--- config.mk ---
export PLATFORM = sky130hd
export DESIGN_NAME = rgb_pwm_driver
export DESIGN_NICKNAME = d
export VERILOG_FILES = /design/src/rtl/rgb_pwm_driver_pkg.sv /design/src/rtl/rgb_pwm_driver_pwm_channel.sv /design/src/rtl/rgb_pwm_driver.sv
export SDC_FILE = /design/constraint.sdc
export NUM_CORES = 1
export LEC_CHECK = 0
export ABC_CLOCK_PERIOD_IN_PS = 4500
export CAP_MARGIN = 20
export CELL_PAD_IN_SITES_DETAIL_PLACEMENT = 1
export CELL_PAD_IN_SITES_GLOBAL_PLACEMENT = 2
export CORE_ASPECT_RATIO = 0.8
export CORE_MARGIN = 3
export CORE_UTILIZATION = 40
export DETAILED_ROUTE_END_ITERATION = 10
export PLACE_DENSITY_LB_ADDON = 0.1
export SETUP_SLACK_MARGIN = 0.2
export SLEW_MARGIN = 10
export SYNTH_ARGS = -nofsm -noshare
export SYNTH_HDL_FRONTEND = slang
export SYNTH_SLANG_ARGS = --single-unit
export TNS_END_PERCENT = 50
--- constraint.sdc ---
create_clock -name clk -period 4.5 [get_ports clk]
set_clock_uncertainty 0.15 [all_clocks]
set_input_delay 0.9 -clock clk [delete_from_list [all_inputs] [get_ports clk]]
set_output_delay 0.9 -clock clk [all_outputs]
set_load 0.02 [all_outputs]
--- src/rtl/rgb_pwm_driver_pkg.sv ---
// Shared definitions for the RGB PWM driver: colour-word field positions,
// PWM resolution and the per-channel duty comparison.
package rgb_pwm_driver_pkg;

    localparam int RED_MSB   = 23;
    localparam int RED_LSB   = 16;
    localparam int GREEN_MSB = 15;
    localparam int GREEN_LSB = 8;
    localparam int BLUE_MSB  = 7;
    localparam int BLUE_LSB  = 0;

    localparam int PWM_BITS = 8;
    localparam logic [PWM_BITS-1:0] PWM_MAX = 8'hFF;

    typedef logic [PWM_BITS-1:0] pwm_level_t;

    // Full scale is promoted to constant-on so white really is full brightness.
    function automatic logic pwm_level(input pwm_level_t value, input pwm_level_t cnt);
        return (value == PWM_MAX) || (cnt < value);
    endfunction

endpackage

--- src/rtl/rgb_pwm_driver_pwm_channel.sv ---
// One colour channel: frame-aligned shadow of the channel value plus the
// registered PWM comparator output.
module pwm_channel
    import rgb_pwm_driver_pkg::*;
(
    input  logic       clk,
    input  logic       rst,
    input  logic       enable,
    input  logic       load,
    input  pwm_level_t value,
    input  pwm_level_t cnt,
    output logic       out
);

    pwm_level_t shadow_q, shadow_d;
    logic       out_q, out_d;

    // While idle the shadow tracks the input so the first enabled frame
    // already shows the current colour; while running it only moves at a wrap.
    always_comb begin
        shadow_d = shadow_q;
        out_d    = 1'b0;
        if (!enable) begin
            shadow_d = value;
        end else begin
            if (load) begin
                shadow_d = value;
            end
            out_d = pwm_level(shadow_q, cnt);
        end
    end

    always_ff @(posedge clk or posedge rst) begin
        if (rst) begin
            shadow_q <= '0;
            out_q    <= 1'b0;
        end else begin
            shadow_q <= shadow_d;
            out_q    <= out_d;
        end
    end

    assign out = out_q;

endmodule

--- src/rtl/rgb_pwm_driver.sv ---
// Three-channel PWM driver for an RGB LED; colour is resampled only at frame
// boundaries so a frame never mixes two colours.
module rgb_pwm_driver
    import rgb_pwm_driver_pkg::*;
#(
    parameter int unsigned PRESCALE = 4
) (
    input  logic        clk,
    input  logic        rst,
    input  logic        enable,
    input  logic [23:0] light,
    output logic        pwm_r,
    output logic        pwm_g,
    output logic        pwm_b,
    output logic        frame_start
);

    localparam logic [15:0] PRE_LAST = 16'(PRESCALE - 1);

    logic [15:0] pre_cnt_q, pre_cnt_d;
    pwm_level_t  pwm_cnt_q, pwm_cnt_d;
    logic        frame_start_q, frame_start_d;
    logic        tick;
    logic        wrap;

    assign tick = (pre_cnt_q == PRE_LAST);
    assign wrap = tick && (pwm_cnt_q == PWM_MAX);

    // Disabling parks both counters at zero so re-enabling starts a clean frame.
    always_comb begin
        pre_cnt_d     = '0;
        pwm_cnt_d     = '0;
        frame_start_d = 1'b0;
        if (enable) begin
            pre_cnt_d     = tick ? 16'd0 : pre_cnt_q + 16'd1;
            pwm_cnt_d     = tick ? pwm_cnt_q + 8'd1 : pwm_cnt_q;
            frame_start_d = wrap;
        end
    end

    always_ff @(posedge clk or posedge rst) begin
        if (rst) begin
            pre_cnt_q     <= '0;
            pwm_cnt_q     <= '0;
            frame_start_q <= 1'b0;
        end else begin
            pre_cnt_q     <= pre_cnt_d;
            pwm_cnt_q     <= pwm_cnt_d;
            frame_start_q <= frame_start_d;
        end
    end

    pwm_channel u_red (
        .clk    (clk),
        .rst    (rst),
        .enable (enable),
        .load   (wrap),
        .value  (light[RED_MSB:RED_LSB]),
        .cnt    (pwm_cnt_q),
        .out    (pwm_r)
    );

    pwm_channel u_green (
        .clk    (clk),
        .rst    (rst),
        .enable (enable),
        .load   (wrap),
        .value  (light[GREEN_MSB:GREEN_LSB]),
        .cnt    (pwm_cnt_q),
        .out    (pwm_g)
    );

    pwm_channel u_blue (
        .clk    (clk),
        .rst    (rst),
        .enable (enable),
        .load   (wrap),
        .value  (light[BLUE_MSB:BLUE_LSB]),
        .cnt    (pwm_cnt_q),
        .out    (pwm_b)
    );

    assign frame_start = frame_start_q;

endmodule
==> summary.md, run 1 <==
| Metric | Value |
|---|---|
| Peak Freq | `355 MHz` |
| CP arrival | `2.86 ns` |
| Seq/Total Area, Yosys | `45.4%` |
| Chip height | `81.8 µm` |
| WL final | `6.61 mm` |
| Slew headroom | `37.0%` |
| Post_cts resized | `0` |
| Crit path kind | `register to register` |
| Max Cap Viol | `0` |
| Dominant synthesized flop cell | `dfrtp_1` |
| Routed Antenna Nets | `0` |
| Crit-path cells | `ha_1, nor4b_2, nand4_4, o21ai_4, mux2_2` |
| HPWL Detailed | `4.86 mm` |
| Via-to-Cell Ratio | `5.36` |
| Starting Density | `43.0%` |
| DR DRC count | `0` |
| Synth cell types | `34` |
| Most frequent cells in the layout | `dfrtp_1, clkdlybuf4s50_1, inv_1` |
| Die W | `101 µm` |
| CP Capture Type | `register` |
| Worst-path fanout max | `24` |
| Reg-to-reg slack, setup | `1.68 ns` |
| Rows | `26` |
| Worst VDD drop | `0.121 mV` |
| IO Pins | `31` |
| Max-slew violations | `0` |
| Core ar. | `6670 µm²` |
| Routability Congestion | `0.769` |
| Worst R2R Path Depth | `5` |
| Synth warnings | `0` |
| CTS Buf Count | `5` |
| 1st-pass router iterations | `4` |
| Hold-fix buffers, CTS | `0` |
| GR Util met1 | `25.8%` |
| Worst-path clk slew | `0.09 ns` |
| Die area | `8230 µm²` |
| GRT Max-Usage Layer | `met1` |
| CTS tree | `yes` |
| Wirelength per Cell | `17.0 µm` |
| Met2 Use GR | `25.4%` |
| Cell Area, Placed | `3240 µm²` |
| Synth top area cells | `dfrtp_1, ha_1, mux2_4` |
| Final setup violation count | `0` |
| Initial antenna violation count | `0` |
| Placed insts | `381` |
| Worst hold slack | `0.346 ns` |
| Post-synthesis net count | `322` |
| Async SR Flop Fraction | `100%` |
| R2r endpoint | `u_green.shadow_q[2]` |
| Number of synthesized flops with an enable pin | `0` |
| Yosys top cell area share | `45.4%` |
| WHS Path Cells | `1` |
| Vias | `2085` |
| Non-Filler Instances | `389` |
| Number of global-route vias before repair | `2086` |
| Slew @ Worst Pin | `0.943 ns` |
| Status | `completed` |
| TNS Setup | `0 ns` |
| Grt ovf | `0` |
| Final Cell Area | `3360 µm²` |
| Nets | `354` |
| Hold worst-path end | `pre_cnt_q[0]` |
| Worst min path class | `register to register` |
| Hold Path Origin | `pre_cnt_q[0]` |
| Post-layout utilization of the core | `50.3%` |
| RSZ-0062 raised after global routing | `no` |
| Seq cells post-synth | `52` |
| TritonCTS Sinks | `52` |
| ANT cells | `0` |
| Area Growth Syn to Fin | `17.0%` |
| PwrDens | `288 nW/µm²` |
| First-pass GRT wire length | `10.8 mm` |
| Final period utilization | `62.6%` |
| Iter 0 DRT Violations | `52` |
| Worst setup margin | `1.68 ns` |
| Critical-path top delay cell | `o21ai_4` |
| Synthesized instance count | `272` |
| Yosys top cell by area | `dfrtp_1` |
| Largest net degree at the start of global routing | `44` |
| Crit-path max cell delay | `0.81 ns` |
| Fillcell total | `725` |
| Total power draw | `0.966 mW` |
| Leakage | `1.48 nW` |
| GRT Util Overall | `17.2%` |
| Worst-skew pair later-pin latency | `0.30 ns` |
| Worst Setup Start Kind | `register` |
| Worst slack, placed | `1.63 ns` |
| Most common cell after layout, fill and taps aside | `dfrtp_1` |
| Final Critical Period | `2.82 ns` |
| GRT met3 Usage | `3.31%` |
| Worst EP required | `4.54 ns` |
| Clock tree buffer depth | `2` |
| Post-CTS setup buffer count | `0` |
| Netlist Area Pre-Place | `2870 µm²` |
| Buffers on Ports | `30` |
| Final hold violation count | `0` |
| Mean Syn Cell Area | `10.5 µm²` |
| CTS Root Cell | `clkbuf_8` |
| Launch point of the worst reg-to-reg path | `pre_cnt_q[0]` |
| Htree depth | `2` |
| Layout cells sized above 1 | `9.18%` |
[worst max path at each step]
stage               slack, ns         start                   to  cells past startpoint
detailed placement       1.63        enable          u_green.out                      4
finish                   1.68  pre_cnt_q[0]  u_green.shadow_q[2]                      5
floorplan                2.19           rst          frame_start                      1
global placement         1.68        enable          u_green.out                      4
global route             1.46  pre_cnt_q[0]  u_green.shadow_q[2]                      5
CTS                      1.63  pre_cnt_q[0]  u_green.shadow_q[2]                      5
[logic make-up (layout without fill, tap and decap cells)]
kind of cell	Yosys count	in the layout	synth area share (%)
XOR/XNOR	14	14	4.27
multiplexers	23	23	10.0
AND/OR/NAND/NOR	95	95	18.4
flip-flops	52	52	45.4
buffers and inverters	34	67	4.97
AO/OA/AOI/OAI	31	31	6.93
adder cells (fa/ha/maj)	23	23	10.0
[Yosys cell counts (2+ instances only)]
cell / n
nand4_1: 9
mux2_2: 4
nand2b_1: 3
nand2_1: 17
o2bb2ai_1: 2
a21oi_1: 9
xnor2_1: 12
o21ai_0: 11
ha_1: 23
and4_1: 4
or4_1: 4
nor4_1: 5
nand3_1: 8
xor2_1: 2
a2111oi_0: 3
clkbuf_1: 4
nor3_1: 11
mux2_4: 8
buf_6: 2
or3_1: 5
inv_1: 28
nor2_1: 24
o31ai_1: 3
dfrtp_1: 52
mux2_1: 10
[report_power, final]
group          switching [mW]  internal, mW  total, mW
clock                   0.160         0.165      0.325
combinational          0.0607        0.0652      0.126
sequential             0.0217         0.494      0.515
total                   0.242         0.724      0.966
[layout make-up]
cell class | count | area (µm²) | area share (%)
Sequential cell | 52 | 1300 | 38.8
Tap cell | 84 | 105 | 3.13
Clock buffer | 5 | 68.8 | 2.05
Multi-Input combinational cell | 186 | 1430 | 42.5
Timing Repair Buffer | 31 | 308 | 9.17
Clock inverter | 3 | 42.5 | 1.27
Inverter | 28 | 105 | 3.13
[metal layers]
metal | vias up | part of all wire [%]
met5 | - | 0
met4 | 0 | 0.67
met3 | 4 | 3.8
met2 | 30 | 42
met1 | 1026 | 53
li1 | 1025 | -
[state kept, by name (all words and copies together) (netlist names)]
name / count
pre_cnt_q: 16
pwm_cnt_q: 8
u_blue.shadow_q: 8
u_green.shadow_q: 8
u_red.shadow_q: 8
frame_start: 1
u_blue.out: 1
u_green.out: 1
u_red.out: 1
[critical path: cells and delay by family (launching register included)]
kind	cells	cell delay (ns)
muxes	1	0.41
and+or+nand+nor	2	0.69
DFF	1	0.40
AOI/OAI and AO/OA	1	0.81
adders and majority gates	1	0.23
No activity file was read; power rests on OpenSTA's default activity.
==> run 2: changes to the inputs <==
--- a/config.mk
+++ b/config.mk
@@ -5,13 +5,13 @@
 export SDC_FILE = /design/constraint.sdc
 export NUM_CORES = 1
 export LEC_CHECK = 0
-export ABC_CLOCK_PERIOD_IN_PS = 4500
+export ABC_CLOCK_PERIOD_IN_PS = 2350
 export CAP_MARGIN = 20
 export CELL_PAD_IN_SITES_DETAIL_PLACEMENT = 1
 export CELL_PAD_IN_SITES_GLOBAL_PLACEMENT = 2
 export CORE_ASPECT_RATIO = 0.8
 export CORE_MARGIN = 3
-export CORE_UTILIZATION = 40
+export CORE_UTILIZATION = 33
 export DETAILED_ROUTE_END_ITERATION = 10
 export PLACE_DENSITY_LB_ADDON = 0.1
 export SETUP_SLACK_MARGIN = 0.2
==> constraint.sdc (replaced) <==
create_clock -name clk -period 2.35 [get_ports clk]
set_clock_uncertainty 0.15 [all_clocks]
set_input_delay 0.47 -clock clk [delete_from_list [all_inputs] [get_ports clk]]
set_output_delay 0.47 -clock clk [all_outputs]
set_load 0.02 [all_outputs]
==> run 2 against run 1 <==
  * Wire length rose by 8.6%
  * Sequential share of layout area down 2.4 points
  * Global-route usage down 1.8 points
  * Sequential power rose by 92%
  * Worst hold slack better by 0.021 ns
  * Combinational power increased by 120%
  * Count of clock-buffer cells in the layout is 3 higher
  * Utilization fell by 6.6 points
  * Design area increased by 6.8%
  * Via count is 4.4% higher
==> summary.md, run 2 (same netlist as run 1, synthesis figures left out) <==
| Metric | Value |
|---|---|
| Status | `completed` |
| Htree depth | `2` |
| Wirelength per Cell | `16.7 µm` |
| ANT cells | `0` |
| Crit path kind | `register to register` |
| Most frequent cells in the layout | `dfrtp_1, clkdlybuf4s50_1, inv_1` |
| Post-layout utilization of the core | `43.7%` |
| Routability Congestion | `0.745` |
| Worst-path clk slew | `0.09 ns` |
| DR DRC count | `0` |
| CTS Root Cell | `clkbuf_8` |
| Vias | `2176` |
| Chip height | `89.4 µm` |
| Worst Setup Start Kind | `register` |
| Worst min path class | `register to register` |
| Slew @ Worst Pin | `0.358 ns` |
| RSZ-0062 raised after global routing | `no` |
| Iter 0 DRT Violations | `69` |
| CP Capture Type | `register` |
| Worst-skew pair later-pin latency | `0.31 ns` |
| Worst EP required | `2.43 ns` |
| Multi-input gate area | `1460 µm²` |
| Starting Density | `35.0%` |
| PwrDens | `505 nW/µm²` |
| Core ar. | `8200 µm²` |
| Clock tree buffer depth | `2` |
| Rows | `29` |
| Hold-fix buffers, CTS | `0` |
| Slew headroom | `75.5%` |
| Most common cell after layout, fill and taps aside | `dfrtp_1` |
| Final hold violation count | `0` |
| Peak Freq | `485 MHz` |
| CTS tree | `yes` |
| Leakage | `1.58 nW` |
| WL final | `7.18 mm` |
| Buffers on Ports | `30` |
| Layout cells sized above 1 | `14.6%` |
| Via-to-Cell Ratio | `5.06` |
| GRT Util Overall | `15.4%` |
| Grt ovf | `0` |
| Largest net degree at the start of global routing | `53` |
| Final period utilization | `87.7%` |
| Number of global-route vias before repair | `2249` |
| CTS Buf Count | `5` |
| Die W | `110 µm` |
| Final setup violation count | `0` |
| Max-slew violations | `0` |
| Nets | `371` |
| HPWL Detailed | `5.07 mm` |
| Final Critical Period | `2.06 ns` |
| Largest Register | `pre_cnt_q` |
| Routed Antenna Nets | `0` |
| CP arrival | `2.14 ns` |
| 1st-pass router iterations | `4` |
| Initial antenna violation count | `0` |
| Sequential cell area | `1300 µm²` |
| Worst VDD drop | `0.210 mV` |
| TNS Setup | `0 ns` |
| Fillcell total | `926` |
| Area Growth Syn to Fin | `24.9%` |
| Die area | `9860 µm²` |
| IO Pins | `31` |
| TritonCTS Sinks | `52` |
| Max Cap Viol | `0` |
| Max reg flops | `16` |
| Worst-path fanout max | `7` |
| First-pass GRT wire length | `11.6 mm` |
==> run 2: through the flow <==
step | hold slack (ns) | setup slack (ns) | power (mW) | instances | cell area [µm²]
after global placement | 0.319 | 0.182 | 1.26 | 417 | 3390
after CTS | 0.351 | 0.231 | 1.83 | 425 | 3490
after detailed placement | 0.333 | 0.118 | 1.26 | 417 | 3390
final | 0.367 | 0.290 | 1.81 | 430 | 3580
after global routing | 0.400 | 0.193 | 1.93 | 430 | 3580
after floorplan | 0.305 | 0.303 | 1.15 | 272 | 2870
==> run 2: final timing paths <==
path | cells past startpoint | from | end | slack [ns]
worst max-delay path | 6 | pre_cnt_q[0] | pwm_cnt_q[7] | 0.29
worst min-delay path | 1 | u_green.shadow_q[2] | u_green.shadow_q[2] | 0.37
worst max register to register | 6 | pre_cnt_q[0] | pwm_cnt_q[7] | 0.29
worst min register to register | 1 | u_green.shadow_q[2] | u_green.shadow_q[2] | 0.37
max in group asynchronous | 3 | rst | pre_cnt_q[11] | 1.42
min in group asynchronous | 3 | rst | u_blue.shadow_q[5] | 0.38
==> run 2: area by class of cell <==
cell class,count,share of cell area (%)
clock buffers,8,2.51
multi-input cells,186,40.7
well taps,108,3.77
repair buffers,48,13.7
inverters,28,2.93
flip-flops and latches,52,36.4
==> run 2: timing repair <==
action                     in CTS  in global routing
buffers inserted                0                  4
pin swaps                       0                  2
cloned                          0                  1
setup endpoints to repair       8                  9
gates resized for setup         3                  7
==> run 2: power breakdown <==
part / leakage (nW) / switching [mW] / internal, mW / total [mW]
Combinational: 0.876 / 0.122 / 0.154 / 0.276
Sequential: 0.659 / 0.0425 / 0.945 / 0.988
Clock: 0.0455 / 0.305 / 0.242 / 0.547
==> run 2: metal layers <==
metal | wire [µm] | global-route usage [%] | vias up
li1 | - | - | 1060
met5 | 0 | 0 | -
met4 | 29 | 3.24 | 0
met1 | 3810 | 23.1 | 1088
met2 | 3060 | 23.0 | 26
met3 | 278 | 3.10 | 2
==> run 2: worst max-delay path, stage by stage, from the launching register on <==
cell and delay, ns:
dfrtp_1 0.43, ha_4 0.18, nor4b_4 0.24, nand4_4 0.17, buf_12 0.17, or4_1 0.51, a21oi_1 0.15
==> run 3: changes to the inputs <==
--- a/config.mk
+++ b/config.mk
@@ -15,7 +15,7 @@
 export DETAILED_ROUTE_END_ITERATION = 10
 export PLACE_DENSITY_LB_ADDON = 0.1
 export SETUP_SLACK_MARGIN = 0.2
-export SLEW_MARGIN = 10
+export SLEW_MARGIN = 20
 export SYNTH_ARGS = -nofsm -noshare
 export SYNTH_HDL_FRONTEND = slang
 export SYNTH_SLANG_ARGS = --single-unit
==> results of run 3 <==
Final layout, timing and power as in run 2 (identical DEF).
